<file path="src/rtl/gru_sequence_controller.sv">
// gru_sequence_controller: upstream and feedback stage for gru_cell_parallel.
// Assembles each D-element x_t from an element stream and pulses the cell's
// start input. Captures h_t into the hidden-state register when the cell
// reports done. After len timesteps, streams the final hidden state out.
`timescale 1ns/1ps
module gru_sequence_controller #(
  parameter int D          = 64,
  parameter int H          = 16,
  parameter int DATA_WIDTH = 15,
  parameter int T_MAX      = 32,
  localparam int SLW       = $clog2(T_MAX + 1)
) (
  input  logic                              clk,
  input  logic                              rst_n,
  input  logic                              seq_start,
  input  logic [SLW-1:0]                    seq_len,
  input  logic                              in_valid,
  output logic                              in_ready,
  input  logic signed [DATA_WIDTH-1:0]      in_data,
  output logic                              cell_start,
  output logic [D-1:0][DATA_WIDTH-1:0]      cell_x_t,
  output logic [H-1:0][DATA_WIDTH-1:0]      cell_h_prev,
  input  logic [H-1:0][DATA_WIDTH-1:0]      cell_h_t,
  input  logic                              cell_done,
  output logic                              out_valid,
  input  logic                              out_ready,
  output logic signed [DATA_WIDTH-1:0]      out_data,
  output logic                              out_last,
  output logic                              busy
);

  localparam int IW = (D > 1) ? $clog2(D) : 1;
  localparam int OW = (H > 1) ? $clog2(H) : 1;

  typedef enum logic [2:0] {IDLE, LOAD, FIRE, WAIT, DRAIN} state_t;

  state_t                         state_q, state_d;
  logic [IW-1:0]                  idx_q, idx_d;
  logic [OW-1:0]                  oidx_q, oidx_d;
  logic [SLW-1:0]                 step_q, step_d;
  logic [SLW-1:0]                 len_q, len_d;
  logic [D-1:0][DATA_WIDTH-1:0]   x_q, x_d;
  logic [H-1:0][DATA_WIDTH-1:0]   h_q, h_d;
  logic                           in_ready_q, in_ready_d;
  logic                           cell_start_q, cell_start_d;
  logic                           out_valid_q, out_valid_d;
  logic                           out_last_q, out_last_d;
  logic [DATA_WIDTH-1:0]          out_data_q, out_data_d;
  logic                           busy_q, busy_d;
  logic [SLW-1:0]                 len_clamped;

  assign len_clamped = (seq_len > SLW'(T_MAX)) ? SLW'(T_MAX) : seq_len;

  // Next-state logic; every output is derived from the next state so it is registered.
  always_comb begin
    state_d = state_q;
    idx_d   = idx_q;
    oidx_d  = oidx_q;
    step_d  = step_q;
    len_d   = len_q;
    x_d     = x_q;
    h_d     = h_q;
    case (state_q)
      IDLE: begin
        if (seq_start) begin
          h_d     = '0;
          step_d  = '0;
          idx_d   = '0;
          oidx_d  = '0;
          len_d   = len_clamped;
          state_d = (len_clamped == '0) ? DRAIN : LOAD;
        end
      end
      LOAD: begin
        if (in_valid && in_ready_q) begin
          x_d[idx_q] = in_data;
          if (idx_q == IW'(D - 1)) begin
            idx_d   = '0;
            state_d = FIRE;
          end else begin
            idx_d = idx_q + IW'(1);
          end
        end
      end
      FIRE: state_d = WAIT;
      WAIT: begin
        // Only a done seen after our own FIRE is honoured; stale ones land in other states.
        if (cell_done) begin
          h_d = cell_h_t;
          if (step_q + SLW'(1) == len_q) begin
            state_d = DRAIN;
          end else begin
            step_d  = step_q + SLW'(1);
            state_d = LOAD;
          end
        end
      end
      DRAIN: begin
        if (out_valid_q && out_ready) begin
          if (oidx_q == OW'(H - 1)) begin
            oidx_d  = '0;
            state_d = IDLE;
          end else begin
            oidx_d = oidx_q + OW'(1);
          end
        end
      end
      default: state_d = IDLE;
    endcase

    in_ready_d   = (state_d == LOAD);
    cell_start_d = (state_d == FIRE);
    out_valid_d  = (state_d == DRAIN);
    out_last_d   = (state_d == DRAIN) && (oidx_d == OW'(H - 1));
    out_data_d   = (state_d == DRAIN) ? h_d[oidx_d] : '0;
    busy_d       = (state_d != IDLE);
  end

  // State and output registers with asynchronous active-low reset.
  always_ff @(posedge clk or negedge rst_n) begin
    if (!rst_n) begin
      state_q      <= IDLE;
      idx_q        <= '0;
      oidx_q       <= '0;
      step_q       <= '0;
      len_q        <= '0;
      x_q          <= '0;
      h_q          <= '0;
      in_ready_q   <= 1'b0;
      cell_start_q <= 1'b0;
      out_valid_q  <= 1'b0;
      out_last_q   <= 1'b0;
      out_data_q   <= '0;
      busy_q       <= 1'b0;
    end else begin
      state_q      <= state_d;
      idx_q        <= idx_d;
      oidx_q       <= oidx_d;
      step_q       <= step_d;
      len_q        <= len_d;
      x_q          <= x_d;
      h_q          <= h_d;
      in_ready_q   <= in_ready_d;
      cell_start_q <= cell_start_d;
      out_valid_q  <= out_valid_d;
      out_last_q   <= out_last_d;
      out_data_q   <= out_data_d;
      busy_q       <= busy_d;
    end
  end

  assign in_ready    = in_ready_q;
  assign cell_start  = cell_start_q;
  assign cell_x_t    = x_q;
  assign cell_h_prev = h_q;
  assign out_valid   = out_valid_q;
  assign out_last    = out_last_q;
  assign out_data    = out_data_q;
  assign busy        = busy_q;

endmodule

</file>
<file path="config.mk">
export PLATFORM = sky130hd
export DESIGN_NAME = gru_sequence_controller
export DESIGN_NICKNAME = d
export VERILOG_FILES = /design/src/rtl/gru_sequence_controller.sv
export SDC_FILE = /design/constraint.sdc
export NUM_CORES = 1
export LEC_CHECK = 0
export ABC_AREA = 0
export CAP_MARGIN = 20
export CORE_AREA = 4 4 573 575
export DETAILED_ROUTE_END_ITERATION = 8
export DIE_AREA = 0 0 577 579
export PLACE_DENSITY = 0.45
export SYNTH_ARGS = -nofsm -noshare
export SYNTH_HDL_FRONTEND = slang
export SYNTH_SLANG_ARGS = --single-unit
export TNS_END_PERCENT = 20
</file>
<file path="constraint.sdc">
create_clock -name clk -period 2.6 [get_ports clk]
set_input_delay 0.65 -clock clk [delete_from_list [all_inputs] [get_ports clk]]
set_output_delay 0.65 -clock clk [all_outputs]
set_load 0.1 [all_outputs]
</file>
==> results.md, run 1 <==
- Run status: finished, violations left
- Failing checks: negative setup slack
- Post-synthesis instance total: 3182
- Net Sw Frac: 47.3%
- Nets: between 5000 and 6000
- First DRT Iteration DRCs: 1643
- Hold WC Path Type: in2reg
- Fmax: 382 MHz
- Final setup fails: 1
- CP Max Fanout: 11
- Crit path DAT: 3.28 ns
- Placeable Area: roughly 0.32 mm²
- DIE AREA: 0.334 mm²
- Initial antenna violation count: 53
- Top_reg_cell synth: dfrtp_1
- Top delay family on crit path: buffers and inverters
- Total detailed-routing wirelength: 264 mm
- Syn Area/Cell: 15.5 µm²
- Slew at the pin closest to its max-slew limit: 0.831 ns
- Global-route wire length before repair: between 300 and 400 mm
- Synth Cell Area: between 0.04 and 0.05 mm²
- Die Y-Extent: 579 µm
- Pwr Total: between 80 and 90 mW
- Final period util: 101%
- Hpwl dp: between 200 and 250 mm
- Crit path required time: 3.26 ns
- Clk_skew: 0.0557 ns
- Seq pwr share: 29.7%
- P&R area growth vs syn: 54.4%
- 1st-pass router iterations: 4
- Vias in the first global route: 37988
- Relative slew slack: 44.6%
- Final std cells w/o fill: 9445
- Top cell by count, worst path: buf_12
- CP Buf/Inv Count: 4
- Vias per cell: 3.79
- Final ANT Viol Nets: 0
- Die width: 577 µm
- Internal power: between 40 and 50 mW
- Filler Cells Inserted: approximately 34000
- Synth Warn #: 0
- Initial Util: 15.2%
- CTS tree: yes
- Gpl congestion: 0.912
- Ys async rst share: between 90% and 100%
- Worst-path cell chain: buf_6 > nor4b_4 > nor2_4 > buf_12 > buf_12 > buf_4 > a22o_1 > mux2i_2 > o211a_4 > o32ai_2
- Critical Path End Type: flip-flop
- Yosys cell types: 56
- Final hold violations: 0
- CTS Buf Count: ~150
- Kind of critical path: reg2reg
- Slew Viols, Final: 0
- Switching power total: 38.5 mW
- Clk sinks: 1245
- VDD IR max: between 0.9 and 1 mV
- Number of top-level pins: 1487
- Total Routing Usage GR: 15.0%
- FF+latch count, synth: 1245
- EDFF count, synth: 0
- Leak pwr: between 30 and 40 nW
- Row cnt: 209
- Largest stage delay on the critical path: roughly 0.46 ns
- Post-synth net total: 3452
- WL per Instance: 28.0 µm
- Clk network pwr share: 27.0%
- Area of the multi-input gates: 0.0173 mm²
- Port buffer count: 1486
- H-tree depth: 4
- Via count: 35803
- Final worst setup slack: -0.0211 ns
- Inst Count DP: between 9000 and 10000
- Max-Cap Viols: 0
- Ratio of cells with drive above 1 in the final layout: 59.4%
- RSZ-0062 raised after global routing: true
- Startpoint Class: flip-flop
- Remaining DRCs: 0
- Sequential area share after synthesis: 63.3%
- CTS root buf: clkbuf_16
- Slowest cell on crit path: dfrtp_2
- Fin crit period: ~2.6 ns
- Sequential cell area: just over 0.03 mm²
- Gr ovfl total: 0
- Comb power frac: a little over two fifths
- Pwr Density: 1070 mW/mm²
- Pin count of the biggest net entering global routing: between 60 and 70
- Worst-Skew Late Latency: 0.81 ns
- Core Util, Final: 23.5%
- CTS max path bufs: 4
- Worst-path clk slew: 0.06 ns
[synthesized netlist by cell type (2+ instances only)]
| master | n | area share, % |
|---|---|---|
| and4b_1 | 2 | 0.041 |
| a21oi_1 | 2 | 0.020 |
| o211ai_1 | 17 | 0.26 |
| mux2_2 | 966 | 22 |
| nor3_2 | 2 | 0.041 |
| a211o_1 | 2 | 0.036 |
| o31ai_1 | 2 | 0.030 |
| nand2_1 | 44 | 0.34 |
| ha_1 | 3 | 0.076 |
| mux2_1 | 9 | 0.21 |
| nand3b_4 | 2 | 0.081 |
| nand2_2 | 20 | 0.25 |
| a211oi_1 | 16 | 0.24 |
| nand4_1 | 2 | 0.025 |
| nand2_4 | 5 | 0.11 |
| dfrtp_1 | 1245 | 63 |
| buf_6 | 12 | 0.27 |
| and3_1 | 7 | 0.089 |
| inv_1 | 4 | 0.030 |
| o21ai_0 | 15 | 0.15 |
| buf_4 | 33 | 0.50 |
| nand3b_1 | 10 | 0.15 |
| nor4b_2 | 2 | 0.061 |
| nor3b_1 | 5 | 0.076 |
| o32ai_1 | 15 | 0.27 |
| nand3_4 | 2 | 0.071 |
| or3_1 | 4 | 0.051 |
| mux2i_1 | 136 | 2.8 |
| xor2_1 | 5 | 0.089 |
| clkbuf_1 | 117 | 0.89 |
| o211a_1 | 15 | 0.30 |
| nor2_4 | 32 | 0.73 |
| xnor2_1 | 7 | 0.12 |
| nand3_1 | 16 | 0.16 |
| nand2b_1 | 15 | 0.19 |
| buf_2 | 81 | 0.82 |
| nor2_1 | 25 | 0.19 |
| a22o_1 | 240 | 4.3 |
| buf_1 | 28 | 0.21 |
[routing by layer]
metal | up-vias | wire, µm | track usage (%)
li1 | 15129 | - | -
met1 | 18785 | 98000 | 16.5
met2 | 1468 | 134000 | 26.8
met3 | 417 | 17500 | 3.85
met4 | 4 | 14400 | 7.29
met5 | - | 27 | 0
[final timing paths]
path	start	to	slack, ns	cells past startpoint
max in group asynchronous	rst_n	cell_x_t[924]$_DFFE_PN0P_	1.15	4
min reg2reg	len_q[2]$_DFFE_PN0P_	len_q[2]$_DFFE_PN0P_	0.49	2
min	in_data[12]	cell_x_t[117]$_DFFE_PN0P_	0.25	2
min in group asynchronous	rst_n	cell_x_t[684]$_DFFE_PN0P_	0.42	2
max	state_q[1]$_DFF_PN0_	out_data[4]$_DFF_PN0_	-0.02	10
max reg2reg	state_q[1]$_DFF_PN0_	out_data[4]$_DFF_PN0_	-0.02	10
[flip-flops by register name, indices dropped and copies added (netlist names)]
register and cells:
step_q 6, state_q 3, cell_h_prev 240, out_last 1, cell_start 1, out_valid 1
cell_x_t 960, idx_q 6, oidx_q 4, in_ready 1, out_data 15, busy 1
len_q 6
[power groups by stage]
stage	Sequential, mW	Combinational (mW)	Clock, mW
3_3_place_gp	24.4	35.3	0
2_1_floorplan	45.5	4.38	0
3_5_place_dp	24.5	35.4	0
5_1_grt	24.5	36.1	23.4
6_report	24.2	35.3	21.9
4_1_cts	24.1	35.5	22.7
[cell families after synthesis]
group	after synthesis	share of synthesized area (%)
muxes	1111	25.1
xor gates and xnor gates	13	0.259
DFF	1245	63.3
adders and majority gates	3	0.0762
buffers and inverters	275	2.74
and+or+nand+nor	205	2.92
AOI/OAI and AO/OA	330	5.69
[cell usage in the layout (no fill, tap or decap), types with 13 or more instances in the layout]
| cell type | n |
|---|---|
| nor2_1 | 23 |
| clkbuf_1 | 37 |
| clkbuf_16 | 160 |
| a22o_1 | 238 |
| diode_2 | 13 |
| o211ai_1 | 17 |
| buf_6 | 17 |
| dfrtp_1 | 1231 |
| mux2i_2 | 17 |
| dfrtp_2 | 14 |
| mux2i_1 | 104 |
| o21ai_0 | 14 |
| mux2_2 | 966 |
| buf_4 | 1512 |
| clkinv_2 | 21 |
| buf_12 | 133 |
| clkdlybuf4s50_1 | 250 |
| mux2i_4 | 15 |
| nand3_1 | 16 |
| nand2_1 | 44 |
| nor2_4 | 32 |
| clkbuf_8 | 26 |
| nand2_2 | 18 |
| nand2b_1 | 14 |
[worst reg2reg max path, delay by kind of cell, from the launching register on]
family / cells / cell delay [ns]
buffers and inverters: 4 / 0.70
AO/OA/AOI/OAI: 3 / 0.66
flip-flops: 1 / 0.46
AND/OR/NAND/NOR: 2 / 0.45
multiplexers: 1 / 0.21
[final cells by class]
type | count | area share [%]
Antenna cell | 13 | 0.0428
Clock buffer | 218 | 5.75
Clock inverter | 52 | 0.967
Inverter | 4 | 0.0197
Multi-Input combinational cell | 1662 | 22.7
Sequential cell | 1245 | 41.0
Tap cell | 4325 | 7.11
Timing Repair Buffer | 1926 | 22.4
[repair_timing]
action	in CTS	in global routing
buffers inserted	7	11
hold buffers	1	0
hold endpoints to repair	29	0
gates cloned	2	5
resized for setup	73	64
endpoints found under the setup margin	78	141
pin swaps	12	7
[stage by stage]
step / TNS (ns) / cell area [µm²] / setup slack, ns / hold WS (ns)
6_report: -0.0211 / 76100 / -0.0211 / 0.251
3_5_place_dp: -170.27 / 69900 / -1.22 / 0.482
4_1_cts: -0.0191 / 75500 / -0.0177 / 0.164
2_1_floorplan: 0 / 49300 / 0.220 / 0.354
5_1_grt: -3.46 / 76000 / -0.109 / 0.181
3_3_place_gp: -159.48 / 69900 / -1.26 / 0.476
Note: power is estimated with default switching activity, not from simulation.
==> run 2: changes to the inputs <==
- RECOVER_POWER: default -> 50
==> results.md, run 2 (synthesis results as in run 1) <==
- P&R area growth vs syn: 53.7%
- CTS max path bufs: 4 (unchanged)
- Critical Path End Type: flip-flop
- Uppermost layer routed: met5
- H-tree depth: 4 (unchanged)
- Global-route wire length before repair: 347 mm (unchanged)
- Port buffer count: 1486 (unchanged)
- Slew at the pin closest to its max-slew limit: 1.36 ns (+0.532 ns)
- First DRT Iteration DRCs: 1553 (-5.5%)
- Hpwl dp: 206 mm (unchanged)
- Met1 WL: 97.9 mm (-0.16%)
- Fmax: 379 MHz (-0.78%)
- Crit path DAT: 3.30 ns (+0.02 ns)
- CTS Buf Count: 154 (unchanged)
- DIE AREA: 0.334 mm² (unchanged)
- 1st-pass router iterations: 5 (+1)
- CTS tree: yes
- Fin crit period: 2.64 ns (+0.0207 ns)
- Die Y-Extent: 579 µm (unchanged)
- Hold WC Path Type: in2reg
- Vias per cell: 3.79 (about the same)
- Most frequent cells in the layout: buf_4, dfrtp_1, mux2_2, clkdlybuf4s50_1, a22o_1
- Initial Util: 15.2% (unchanged)
- Sequential cell area: 0.0312 mm² (unchanged)
- Filler Cells Inserted: 34365 (+0.18%)
- Max-Cap Viols: 0 (unchanged)
- Slowest cell on crit path: dfrtp_2
- Wire length on met3: 17.4 mm (-0.34%)
- Worst-path clk slew: 0.06 ns (about the same)
- Setup TNS: -0.0425 ns (-0.0214 ns)
- Gr ovfl total: 0 (unchanged)
- Slew Viols, Final: 0 (unchanged)
- Post-Place Worst Slack: -1.22 ns (unchanged)
- Vias in the first global route: 37988 (unchanged)
- Clk_skew: 0.0576 ns (+0.00189 ns)
- Reg2Reg Setup Slack: -0.04 ns (-0.02 ns)
- Number of top-level pins: 1487 (unchanged)
- Met2 Wirelength: 134 mm (+0.16%)
- CTS root buf: clkbuf_16
- Nets: 5263 (unchanged)
- Pwr Density: 1070 mW/mm² (+0.38%)
- Run status: finished, violations left
- Startpoint Class: flip-flop
- Placeable Area: 0.323 mm² (unchanged)
- Crit path required time: 3.25 ns (about the same)
- Worst-Skew Late Latency: 0.81 ns (about the same)
- Pin count of the biggest net entering global routing: 67 (unchanged)
- Total detailed-routing wirelength: 264 mm (about the same)
- Remaining DRCs: 0 (unchanged)
- Final ANT Viol Nets: 0 (unchanged)
- Initial antenna violation count: 52 (-1.9%)
- Max reg flops: 960 (unchanged)
- Die width: 577 µm (unchanged)
- Total Routing Usage GR: 15.0% (unchanged)
- Leak pwr: 37.0 nW (-0.50%)
- WL per Instance: 28.0 µm (about the same)
- Area of the multi-input gates: 0.0173 mm² (unchanged)
- Worst-path cell chain: buf_6 > nor4b_4 > nor2_4 > buf_12 > buf_12 > buf_4 > a22o_1 > mux2i_2 > o211a_4 > o32ai_2
- Final worst setup slack: -0.0418 ns (-0.0207 ns)
- Final period util: 102% (+0.80 points)
- Via count: 35835 (+0.089%)
- Relative slew slack: 9.13% (-35 points)
- VDD IR max: 0.903 mV (about the same)
- Top cell by count, worst path: buf_12
- Final setup fails: 2 (+1)
- RSZ-0062 raised after global routing: true
- Failing checks: negative setup slack
- Most common cell after layout, fill and taps aside: buf_4
- Row cnt: 209 (unchanged)
- Gpl congestion: 0.912 (unchanged)
- Largest stage delay on the critical path: 0.46 ns (about the same)
- Final hold violations: 0 (unchanged)
- Kind of critical path: reg2reg
- CP Max Fanout: 11 (unchanged)
- Ratio of cells with drive above 1 in the final layout: 58.9% (-0.51 points)
- Clk sinks: 1245 (unchanged)
run 2: cell types whose count changed in the layout (fill, tap and decap cells not counted):
| cell | previous run | this run |
|---|---|---|
| clkbuf_2 | 0 | 14 |
| buf_12 | 133 | 117 |
| buf_6 | 17 | 20 |
| buf_2 | 0 | 2 |
| clkbuf_1 | 37 | 63 |
| buf_16 | 5 | 4 |
| clkbuf_4 | 0 | 7 |
| diode_2 | 13 | 12 |
| buf_4 | 1512 | 1477 |
run 2: worst paths after layout:
check | cells after the start | start | end
max | 10 | state_q[1]$_DFF_PN0_ | out_data[4]$_DFF_PN0_
min in group asynchronous | 2 | rst_n | cell_x_t[684]$_DFFE_PN0P_
min | 2 | in_data[12] | cell_x_t[117]$_DFFE_PN0P_
max in group asynchronous | 4 | rst_n | cell_x_t[806]$_DFFE_PN0P_
min reg2reg | 2 | len_q[2]$_DFFE_PN0P_ | len_q[2]$_DFFE_PN0P_
max reg2reg | 10 | state_q[1]$_DFF_PN0_ | out_data[4]$_DFF_PN0_
run 2: layer usage:
metal,vias to the layer above,track usage [%]
li1,15122,-
met1,18822,16.5
met5,-,0
met4,4,7.29
met3,418,3.85
met2,1469,26.8
run 2: layout make-up:
class / count / area share [%]
repair buffers: 1926 / 22.0
flip-flops and latches: 1245 / 41.2
diodes: 12 / 0.0397
inverters: 4 / 0.0198
clock inverters: 52 / 0.972
well taps: 4325 / 7.15
clock buffers: 218 / 5.78
multi-input cells: 1662 / 22.8
run 2: worst max-delay path: cells and delay by family (launching register included):
kind / cells / cell delay [ns]
mux: 1 / 0.22
compound gates: 3 / 0.66
flops: 1 / 0.46
simple gates: 2 / 0.45
buf+inv: 4 / 0.65
run 2: repair_timing:
item / CTS / global route
gates cloned: 2 / 5
endpoints found under the hold margin: 29 / 0
resized for setup: 73 / 64
endpoints found under the setup margin: 78 / 141
buffers inserted: 7 / 11
pin swaps: 12 / 7
hold buffers: 1 / 0
run 2: through the flow:
stage	instances	cell area (µm²)	utilization, %	hold slack (ns)	total power [mW]
final	9444	75700	23.4	0.253	81.3
after global routing	9438	75700	23.4	0.181	83.9
after CTS	9416	75500	23.3	0.164	82.4
after detailed placement	9136	69900	21.6	0.482	59.9
after global placement	9136	69900	21.6	0.476	59.7
after floorplan	3182	49300	-	0.354	49.9
run 2: report_power, final:
group,internal [mW],total [mW],switching (mW)
Combinational,7.48,35.2,27.7
Sequential,22.4,24.1,1.74
Clock,12.9,21.9,9.03
==> run 3: changes to the inputs <==
- SKIP_CTS_REPAIR_TIMING: default -> 1
==> results.md, run 3 (synthesis results as in run 1) <==
- CTS root buf: clkbuf_16
- CTS Buf Count: 154 (unchanged)
- Relative slew slack: 13.2% (+4.0 points)
- Gr ovfl total: 0 (unchanged)
- Initial antenna violation count: 53 (+1.9%)
- Vias in the first global route: 37837 (-0.40%)
- Net Sw Frac: 47.4% (about the same)
- Total Routing Usage GR: 14.9% (-0.057 points)
- CP Max Fanout: 22 (+11)
- Comb power frac: 43.3% (about the same)
- Clk sinks: 1245 (unchanged)
- Leak pwr: 36.9 nW (about the same)
- Pin count of the biggest net entering global routing: 67 (unchanged)
- CTS max path bufs: 4 (unchanged)
- Crit path required time: 3.28 ns (+0.03 ns)
- DIE AREA: 0.334 mm² (unchanged)
- Critical Path End Type: flip-flop
- Port buffer count: 1486 (unchanged)
- Most frequent cells in the layout: buf_4, dfrtp_1, mux2_2, clkdlybuf4s50_1, a22o_1
- Final worst setup slack: -0.0995 ns (-0.0577 ns)
- Failing checks: negative setup slack
- Initial Util: 15.2% (unchanged)
- Final instance area: 0.0756 mm² (-0.17%)
- Worst-path clk slew: 0.06 ns (about the same)
- Max reg flops: 960 (unchanged)
- Setup TNS: -0.178 ns (-0.136 ns)
- Startpoint Class: flip-flop
- Ratio of cells with drive above 1 in the final layout: 58.6% (-0.23 points)
- Slew at the pin closest to its max-slew limit: 1.30 ns (-0.0607 ns)
- Final setup fails: 3 (+1)
- Pwr Density: 1080 mW/mm² (+0.23%)
- Internal power: 42.8 mW (about the same)
- R2R Path Start: state_q[1]$_DFF_PN0_
- Worst Hold Launch: in_data[12]
- Remaining DRCs: 0 (unchanged)
- Total detailed-routing wirelength: 265 mm (+0.26%)
- Inst Count DP: 9136 (unchanged)
- Fmax: 370 MHz (-2.1%)
- Core Util, Final: 23.4% (-0.039 points)
- Final ANT Viol Nets: 0 (unchanged)
- Gpl congestion: 0.912 (unchanged)
- Sequential cell area: 0.0312 mm² (about the same)
- Reg2Reg Setup Slack: -0.1 ns (-0.06 ns)
- Final hold violations: 0 (unchanged)
- Vias per cell: 3.80 (+0.13%)
- Most common cell after layout, fill and taps aside: buf_4
- H-tree depth: 4 (unchanged)
- Fin crit period: 2.70 ns (+0.0577 ns)
- Hpwl dp: 206 mm (unchanged)
- CTS tree: yes
- Global-route wire length before repair: 346 mm (-0.29%)
- RSZ-0062 raised after global routing: true
- 1st-pass router iterations: 5 (unchanged)
- Worst-Skew Late Latency: 0.81 ns (about the same)
- Nets: 5254 (-0.17%)
- Placed cell area: 0.0699 mm² (unchanged)
- Area of the multi-input gates: 0.0173 mm² (about the same)
- Setup crit start: state_q[1]$_DFF_PN0_
- Pwr Total: 81.3 mW (about the same)
- Number of top-level pins: 1487 (unchanged)
- Placeable Area: 0.323 mm² (unchanged)
- Hold WC Path Type: in2reg
- Max-Cap Viols: 0 (unchanged)
- Crit path DAT: 3.38 ns (+0.08 ns)
- Row cnt: 209 (unchanged)
- Die width: 577 µm (unchanged)
- Run status: finished, violations left
- Die Y-Extent: 579 µm (unchanged)
- Seq pwr share: 29.7% (about the same)
- Clk network pwr share: 27.0% (about the same)
- WL per Instance: 28.0 µm (+0.31%)
- Slew Viols, Final: 0 (unchanged)
- Via count: 35863 (+0.078%)
- First DRT Iteration DRCs: 1538 (-0.97%)
- VDD IR max: 0.902 mV (about the same)
- Filler Cells Inserted: 34390 (+0.073%)
- Final period util: 104% (+2.2 points)
- Kind of critical path: reg2reg
- Clk_skew: 0.0535 ns (-0.00411 ns)
- Final std cells w/o fill: 9439 (-0.053%)
- Switching power total: 38.5 mW (+0.11%)
- P&R area growth vs syn: 53.5%
[run 3: cell count changes in the layout (fill, tap and decap cells not counted), moves of 5 or more]
cell / before / now
nand2_8: 3 / 8
mux2_4: 0 / 14
mux2_2: 966 / 956
buf_4: 1477 / 1482
mux2i_1: 104 / 112
clkbuf_1: 63 / 58
nand2_2: 18 / 13
dfrtp_2: 14 / 9
dfrtp_1: 1231 / 1236
buf_6: 20 / 11
mux2i_4: 15 / 9
[run 3: cell type report]
| cell class | instances | area share, % |
|---|---|---|
| clock inverter | 52 | 0.973 |
| multi-input combinational | 1663 | 22.9 |
| clock buffer | 218 | 5.79 |
| sequential | 1245 | 41.2 |
| inverter | 4 | 0.0199 |
| timing repair buffer | 1916 | 21.9 |
| antenna | 16 | 0.0530 |
| tap | 4325 | 7.16 |
[run 3: power by group through the flow]
| stage | registers [mW] | clock network, mW | logic [mW] |
|---|---|---|---|
| 5_1_grt | 24.5 | 23.4 | 36.1 |
| 4_1_cts | 24.1 | 22.7 | 35.4 |
| 6_report | 24.2 | 21.9 | 35.3 |
| 3_5_place_dp | 24.5 | 0 | 35.4 |
| 3_3_place_gp | 24.4 | 0 | 35.3 |
| 2_1_floorplan | 45.5 | 0 | 4.38 |
[run 3: final timing paths]
check / depth (start not counted) / to
max in group asynchronous: 4 / cell_x_t[268]$_DFFE_PN0P_
worst max register to register: 10 / out_data[3]$_DFF_PN0_
worst min-delay path: 2 / cell_x_t[117]$_DFFE_PN0P_
min in group asynchronous: 2 / cell_x_t[684]$_DFFE_PN0P_
worst max-delay path: 10 / out_data[3]$_DFF_PN0_
worst min register to register: 2 / len_q[2]$_DFFE_PN0P_
[run 3: critical path, stage by stage, from the launching register on]
cell	delay [ns]
dfrtp_2	0.46
buf_4	0.16
nor4b_4	0.33
nor2_4	0.07
buf_12	0.18
buf_12	0.19
buf_4	0.17
a22o_1	0.22
mux2i_1	0.23
o211a_2	0.39
o32ai_2	0.12
[run 3: routing by layer]
| layer | vias to the layer above | part of all wire, % | track usage [%] |
|---|---|---|---|
| li1 | 15134 | - | - |
| met1 | 18864 | 37 | 16.5 |
| met5 | - | 0.010 | 0 |
| met3 | 417 | 6.5 | 3.81 |
| met2 | 1444 | 51 | 26.9 |
| met4 | 4 | 5.3 | 6.88 |
[run 3: metrics by stage]
stage / hold WS, ns / setup slack, ns
floorplan: 0.354 / 0.220
global placement: 0.476 / -1.26
detailed placement: 0.482 / -1.22
CTS: -0.314 / -0.702
global route: 0.181 / -0.121
finish: 0.252 / -0.0995
